==> src/rtl/vga_defs.sv <==
// Shared definitions for the VGA memory arbiter and display blocks:
// slot schedule geometry and CPU access state encodings.
package vga_defs;

  localparam int SLOT_BITS = 3;
  localparam logic [SLOT_BITS-1:0] VGA_SLOT = '0;

  typedef enum logic [1:0] {
    ST_IDLE  = 2'd0,
    ST_PEND  = 2'd1,
    ST_RDATA = 2'd2,
    ST_ACK   = 2'd3
  } cpu_state_e;

endpackage

==> src/rtl/vga_slot_counter.sv <==
// Free-running memory schedule counter; wraps every 2**SLOT_BITS cycles and
// flags the slot reserved for the VGA fetch.
module vga_slot_counter
  import vga_defs::*;
(
  input  logic                 clk_i,
  input  logic                 rst_i,
  output logic [SLOT_BITS-1:0] slot_o,
  output logic                 vga_slot_o
);

  logic [SLOT_BITS-1:0] slot_q;
  logic [SLOT_BITS-1:0] slot_d;

  // next slot, natural wrap at the top of the range
  always_comb begin
    slot_d = slot_q + SLOT_BITS'(1);
  end

  // slot register, restarts at slot 0 on reset
  always_ff @(posedge clk_i or posedge rst_i) begin
    if (rst_i) begin
      slot_q <= '0;
    end else begin
      slot_q <= slot_d;
    end
  end

  assign slot_o     = slot_q;
  assign vga_slot_o = (slot_q == VGA_SLOT);

endmodule

==> src/rtl/vga_mem_arbiter.sv <==
// Single-port memory arbiter between the CPU load/store path and the VGA
// pixel fetcher. Slot 0 belongs to VGA whenever it asks for a word; the CPU
// is granted the first other cycle after its request is latched.
//
// state | meaning
// IDLE  | waiting for cpu_req, request fields latched on entry to PEND
// PEND  | waiting for an eligible slot; grant cycle drives mem_*
// RDATA | read data returning, captured into cpu_rdata
// ACK   | cpu_ack high for this one cycle
module vga_mem_arbiter
  import vga_defs::*;
#(
  parameter int WIDTH      = 16,
  parameter int ADDR_WIDTH = 16
) (
  input  logic                  clk_50MHz,
  input  logic                  clear,
  input  logic                  cpu_req,
  input  logic                  cpu_we,
  input  logic [ADDR_WIDTH-1:0] cpu_addr,
  input  logic [WIDTH-1:0]      cpu_wdata,
  output logic                  cpu_ack,
  output logic [WIDTH-1:0]      cpu_rdata,
  input  logic                  vga_fetch_en,
  input  logic [ADDR_WIDTH-1:0] vga_addr,
  output logic [WIDTH-1:0]      data_from_mem_vga,
  output logic [2:0]            vga_counter,
  output logic [ADDR_WIDTH-1:0] mem_addr,
  output logic                  mem_we,
  output logic [WIDTH-1:0]      mem_wdata,
  input  logic [WIDTH-1:0]      mem_rdata
);

  logic [SLOT_BITS-1:0] slot;
  logic                 slot_is_vga;

  vga_slot_counter u_slot_counter (
    .clk_i      (clk_50MHz),
    .rst_i      (clear),
    .slot_o     (slot),
    .vga_slot_o (slot_is_vga)
  );

  cpu_state_e           state_q;
  logic                 we_q;
  logic [ADDR_WIDTH-1:0] addr_q;
  logic [WIDTH-1:0]     wdata_q;
  logic                 ack_q;
  logic [WIDTH-1:0]     rdata_q;
  logic                 vga_cap_q;
  logic [WIDTH-1:0]     vga_data_q;

  logic vga_fetch;
  logic cpu_elig;
  logic cpu_grant;

  // VGA owns the bus outright in its slot; the CPU takes every other cycle
  assign vga_fetch = slot_is_vga & vga_fetch_en;
  assign cpu_elig  = ~vga_fetch;
  assign cpu_grant = (state_q == ST_PEND) & cpu_elig;

  // CPU access FSM with registered ack and read data
  always_ff @(posedge clk_50MHz or posedge clear) begin
    if (clear) begin
      state_q <= ST_IDLE;
      we_q    <= 1'b0;
      addr_q  <= '0;
      wdata_q <= '0;
      ack_q   <= 1'b0;
      rdata_q <= '0;
    end else begin
      ack_q <= 1'b0;
      case (state_q)
        ST_IDLE: begin
          if (cpu_req) begin
            we_q    <= cpu_we;
            addr_q  <= cpu_addr;
            wdata_q <= cpu_wdata;
            state_q <= ST_PEND;
          end
        end
        ST_PEND: begin
          if (cpu_elig) begin
            if (we_q) begin
              state_q <= ST_ACK;
              ack_q   <= 1'b1;
            end else begin
              state_q <= ST_RDATA;
            end
          end
        end
        ST_RDATA: begin
          rdata_q <= mem_rdata;
          state_q <= ST_ACK;
          ack_q   <= 1'b1;
        end
        ST_ACK: begin
          state_q <= ST_IDLE;
        end
        default: begin
          state_q <= ST_IDLE;
        end
      endcase
    end
  end

  // VGA word capture one cycle after its address slot
  always_ff @(posedge clk_50MHz or posedge clear) begin
    if (clear) begin
      vga_cap_q  <= 1'b0;
      vga_data_q <= '0;
    end else begin
      vga_cap_q <= vga_fetch;
      if (vga_cap_q) begin
        vga_data_q <= mem_rdata;
      end
    end
  end

  // memory bus mux; bus parks at zero when nobody owns the cycle
  always_comb begin
    mem_addr  = '0;
    mem_we    = 1'b0;
    mem_wdata = '0;
    if (vga_fetch) begin
      mem_addr = vga_addr;
    end else if (cpu_grant) begin
      mem_addr  = addr_q;
      mem_we    = we_q;
      mem_wdata = wdata_q;
    end
  end

  assign cpu_ack           = ack_q;
  assign cpu_rdata         = rdata_q;
  assign data_from_mem_vga = vga_data_q;
  assign vga_counter       = slot;

endmodule

==> config.mk <==
export PLATFORM = sky130hd
export DESIGN_NAME = vga_mem_arbiter
export DESIGN_NICKNAME = d
export VERILOG_FILES = /design/src/rtl/vga_defs.sv /design/src/rtl/vga_slot_counter.sv /design/src/rtl/vga_mem_arbiter.sv
export SDC_FILE = /design/constraint.sdc
export NUM_CORES = 1
export LEC_CHECK = 0
export CORE_ASPECT_RATIO = 0.8
export CORE_MARGIN = 2
export CORE_UTILIZATION = 35
export DETAILED_ROUTE_END_ITERATION = 10
export PLACE_DENSITY = 0.75
export SKIP_CTS_REPAIR_TIMING = 1
export SLEW_MARGIN = 20
export SYNTH_ARGS = -nofsm -noshare
export SYNTH_HDL_FRONTEND = slang
export SYNTH_SLANG_ARGS = --single-unit
==> constraint.sdc <==
create_clock -name clk_50MHz -period 3.35 [get_ports clk_50MHz]
set_input_delay 0.8375 -clock clk_50MHz [delete_from_list [all_inputs] [get_ports clk_50MHz]]
set_output_delay 0.8375 -clock clk_50MHz [all_outputs]
set_load 0.1 [all_outputs]
### Yosys cells after proc, flatten, opt, wreduce, memory -nomap -nowiden

Index checks and enable logic that the tools add are counted.

| cells by class | value |
|---|---|
| $add $sub $neg | 1 |
| eq/ne operators | 5 |
| muxes and demuxes | 13 |
| bitwise operators | 3 |
| reduce and logical (&&, ||, !) cells | 4 |

Operators by type and width:

| operator | number |
|---|---|
| 16-bit two-way mux | 4 |
| 2-bit case mux with 4 select lines | 1 |
| 1-bit two-way mux | 5 |
| 2-bit equality test (second input constant) | 2 |
| 2-bit two-way mux | 2 |
| 2-bit inequality test (second input constant) | 2 |
| 2-bit AND reduction | 2 |
| 3-bit by 1-bit adder with 3-bit output (second input constant) | 1 |
| 3-bit zero test | 1 |
| 1-bit AND | 2 |
| 2-bit by 1-bit equality test with 1-bit output (second input constant) | 1 |
| 2-bit zero test | 1 |
| 1-bit case mux with 2 select lines | 1 |
| 1-bit NOT | 1 |

| storage, ports and cells | value |
|---|---|
| register bits | 72 |
| input bits | 69 |

### Depth between registers and ports, before layout

| logic depth | value |
|---|---|
| depth after elaboration | 6 |
| depth in mapped cells | 6 |
| mapped depth without buffers | 5 |

### Hierarchy

A second synthesis with hierarchy kept.

| unflattened totals | value |
|---|---|
| cells, all modules | 209 |
| area total of the unflattened synthesis | 3,047.9 sq um |

Modules (own cells, without submodules):

| module | instances | cells each | area each (sq um) | sequential area each (sq um) |
|---|---|---|---|---|
| vga_mem_arbiter | 1 | 199 | 2,921.6 | 1,726.7 |
| vga_slot_counter | 1 | 10 | 126.4 | 75.1 |

### Worst setup path before layout

No wires, ideal clock.

| timing | value |
|---|---|
| path type | reg2out |
| start point | reg u_slot_counter.slot_q[0], in the netlist u_slot_counter.slot_o[0] |
| end point | out mem_we |
| arrival time | 2,915 ps |
| data required time | 2,513 ps |
| slack | -402 ps |
| cell stages (with the launch flop) | 6 |
| buffers on the path | 1 |
| cells stage by stage | dfrtp_1 inv_1 ha_1 and3b_1 buf_2 nor2_1 |

| on the way | value |
|---|---|
| longest elaborated chain between the ends | 6 |

RTL lines:

| element | line | RTL |
|---|---|---|
| start: declaration | vga_slot_counter.sv:12 | `logic [SLOT_BITS-1:0] slot_q;` |
| start signal: assignment | vga_slot_counter.sv:25 | `slot_q <= slot_d;` |
| 3-bit zero test * | vga_slot_counter.sv:30 | `assign vga_slot_o = (slot_q == VGA_SLOT);` |
| 1-bit AND * | vga_mem_arbiter.sv:58 | `assign vga_fetch = slot_is_vga & vga_fetch_en;` |
| 1-bit NOT | vga_mem_arbiter.sv:59 | `assign cpu_elig = ~vga_fetch;` |
| 1-bit AND | vga_mem_arbiter.sv:60 | `assign cpu_grant = (state_q == ST_PEND) & cpu_elig;` |
| 1-bit two-way mux | vga_mem_arbiter.sv:127 | `end else if (cpu_grant) begin` |
| 1-bit two-way mux * | vga_mem_arbiter.sv:125 | `if (vga_fetch) begin` |
| end: declaration | vga_mem_arbiter.sv:29 | `output logic mem_we,` |

Mark *: on every way between the ends. The rest lies on a longest branch, timed or not.

### Worst setup path in the final report

| timing | value |
|---|---|
| start point | in vga_fetch_en |
| end point | out mem_addr[0] |

| on the way | value |
|---|---|
| longest elaborated chain between the ends | 5 |

RTL lines:

| element | line | RTL |
|---|---|---|
| start: declaration | vga_mem_arbiter.sv:24 | `input logic vga_fetch_en,` |
| 1-bit AND * | vga_mem_arbiter.sv:58 |  |
| 1-bit NOT | vga_mem_arbiter.sv:59 |  |
| 1-bit AND | vga_mem_arbiter.sv:60 |  |
| 16-bit two-way mux | vga_mem_arbiter.sv:127 |  |
| 16-bit two-way mux * | vga_mem_arbiter.sv:125 |  |
| end: declaration | vga_mem_arbiter.sv:28 | `output logic [ADDR_WIDTH-1:0] mem_addr,` |

Marks and branches as above.

==> metrics.txt <==
antenna diode count=0; Routed Antenna Nets=0; Clk Latency, worst-skew pair=roughly 0.34 ns; r2r endpoint=cpu_rdata[15]$_DFFE_PP0N_; # rows=30; die width=about 110 µm; Slew Viols, Final=0; main combinational cell family by area after synthesis=multiplexers; syn avg cell area=14.73 µm²; CTS max path bufs=2; 1st-iter DRT viols=24; first-pass GRT wire length=10,980 µm; number of global-route vias before repair=about 2,200; actual slew at the worst max-slew pin=0.8655 ns; clk root buf=clkbuf_8; Max Clk Rate=334.3 MHz; Synth Area in XOR/XNOR=0.2901%; Simple-Gate Fraction of Synth Area=under 10%; Setup violations, final=0; fin crit period=2.991 ns; GRT Total Usage=between 10% and 20%; worst min path class=flop to flop; CTS buffer count=9; r2r startpoint=state_q[0]$_DFFE_PP0P_; status=complete, no violations; # nets final=421; Clock Sinks=a little over 70; Chip Height=87.07 µm; DR vias/cell=4.594; Yosys Warn Count=0; gr ovfl total=0; compound-gate portion of the synthesized area=roughly 5.4%; Synth cell types=18; setup TNS=0 ns; startpoint types=input pin; Core ar.=0.008446 mm²; hold depth=1; Worst R2R Path Depth=3; Syn Inst Count=slightly above 200; Slew HR=42.30%; clk_skew=0.009098 ns; setup slack, reg-to-reg=about 1.5 ns; mapped cell area=between 0.003 and 0.004 mm²; via count=around 2,100; CP endpoint kind=primary output; initial antenna violation count=0; Die Area=0.009390 mm²; Initial Utilization=35.75%; largest net degree at the start of global routing=between 40 and 50; RSZ-0062 raised after global routing=false; total iterations of the first detailed-routing run=4; Top-Level Pins=138; most frequent cells in the layout=dfrtp_1, clkdlybuf4s50_1, mux2_2; Syn-to-layout area delta=65.60%; Fin. Hold Viols=0; detailed placement HPWL=5094 µm; Critical Path RT=2.51 ns; WHS Endpoint=u_slot_counter.slot_o[0]$_DFF_PP0_; Synth area leaders=dfrtp_1, mux2_2, a22o_1; Post-Syn Nets=280; htree depth=3; Avg WL per Cell=14.84 µm; I/O Buffers=137; most common cell after layout, fill and taps aside=dfrtp_1; Worst Hold Launch=u_slot_counter.slot_o[0]$_DFF_PP0_; GP Congestion=0.6576; CTS tree=done; share of the synthesized area in the top cell type=59.68%; clock-pin slew on the worst setup and hold paths=0.07 ns; final worst-path cycle share=89.29%; Seq/Total Area, Yosys=between 50% and 60%; Yosys reg bits=72; share of cells above drive strength 1=52.71%; DRC viols=0; leading area contributor after synthesis=dfrtp_1; mux cell area share after synthesis=25.07%; worst-path fanout max=32; filler instances=between 600 and 700; CP arrival=2.15 ns; CP Class=input pin to primary output; max-cap violations=0; adder-cell area share of the yosys netlist=2.487%; final wirelength=just under 7000 µm
[stage by stage]
step | hold slack [ns] | setup slack [ns] | cell area, µm² | utilization [%] | cells
floorplan | 0.4705 | 0.06208 | 3059 | - | 205
global placement | 0.4721 | 0.3539 | 4818 | 57.05 | 447
detailed placement | 0.4721 | 0.3392 | 4818 | 57.05 | 447
CTS | 0.4874 | 0.3390 | 5000 | 59.20 | 463
global route | 0.5105 | 0.2861 | 5000 | 59.20 | 463
finish | 0.4858 | 0.3588 | 5000 | 59.20 | 463
[how the worst max path moves through the flow]
stage               cells past startpoint  slack (ns)      endpoint                               start
floorplan                               5        0.06   mem_addr[0]  u_slot_counter.slot_o[0]$_DFF_PP0_
global placement                        6        0.35  mem_addr[15]                        vga_fetch_en
detailed placement                      6        0.34   mem_addr[0]                        vga_fetch_en
CTS                                     6        0.34   mem_addr[0]                        vga_fetch_en
global route                            6        0.29   mem_addr[0]                        vga_fetch_en
finish                                  6        0.36   mem_addr[0]                        vga_fetch_en
[layout make-up]
| class | count | area, µm² | share of cell area (%) |
|---|---|---|---|
| multi-input combinational | 115 | 1180 | 23.60 |
| sequential | 72 | 1802 | 36.04 |
| clock buffer | 13 | 138.9 | 2.778 |
| tap | 112 | 140.1 | 2.803 |
| inverter | 6 | 22.52 | 0.4505 |
| clock inverter | 3 | 42.54 | 0.8509 |
| timing repair buffer | 142 | 1674 | 33.48 |
[cell families (layout without fill, tap and decap cells)]
logic type,after synthesis,after routing
fa+ha+maj,6,6
xor+xnor,1,1
compound gates,19,19
mux,67,67
flops,72,72
buf+inv,18,164
simple gates,22,22
[critical path, stage by stage]
cell	delay [ns]
clkdlybuf4s50_1	0.39
and3b_1	0.19
nor2b_2	0.16
buf_12	0.18
a22o_1	0.20
buf_12	0.18
[state kept, by name, indices dropped and copies added (netlist names)]
signal / flops
cpu_ack: 1
vga_cap_q: 1
u_slot_counter.slot_o: 3
we_q: 1
state_q: 2
wdata_q: 16
cpu_rdata: 16
addr_q: 16
data_from_mem_vga: 16
[layer usage]
metal / part of all wire, % / wire (µm) / global-route usage, % / vias up
li1: - / - / - / 1005
met2: 48 / 3291 / 24.81 / 82
met3: 8.4 / 580 / 6.731 / 8
met4: 0.92 / 63 / 4.196 / 0
met5: 0 / 0 / 0 / -
met1: 43 / 2936 / 18.85 / 1032
[synth_stat cells, drive strengths merged]
cell type	instances
dfrtp	72
mux2	66
a22o	17
and2	16
buf	10
ha	6
inv	6
clkbuf	2
nand2	2
a211oi	1
and3	1
and3b	1
mux2i	1
nor2	1
nor2b	1
o21a	1
xor2	1
Power is not shown: default switching activity piles up to over one toggle a cycle in this logic, so the estimate is an artifact.
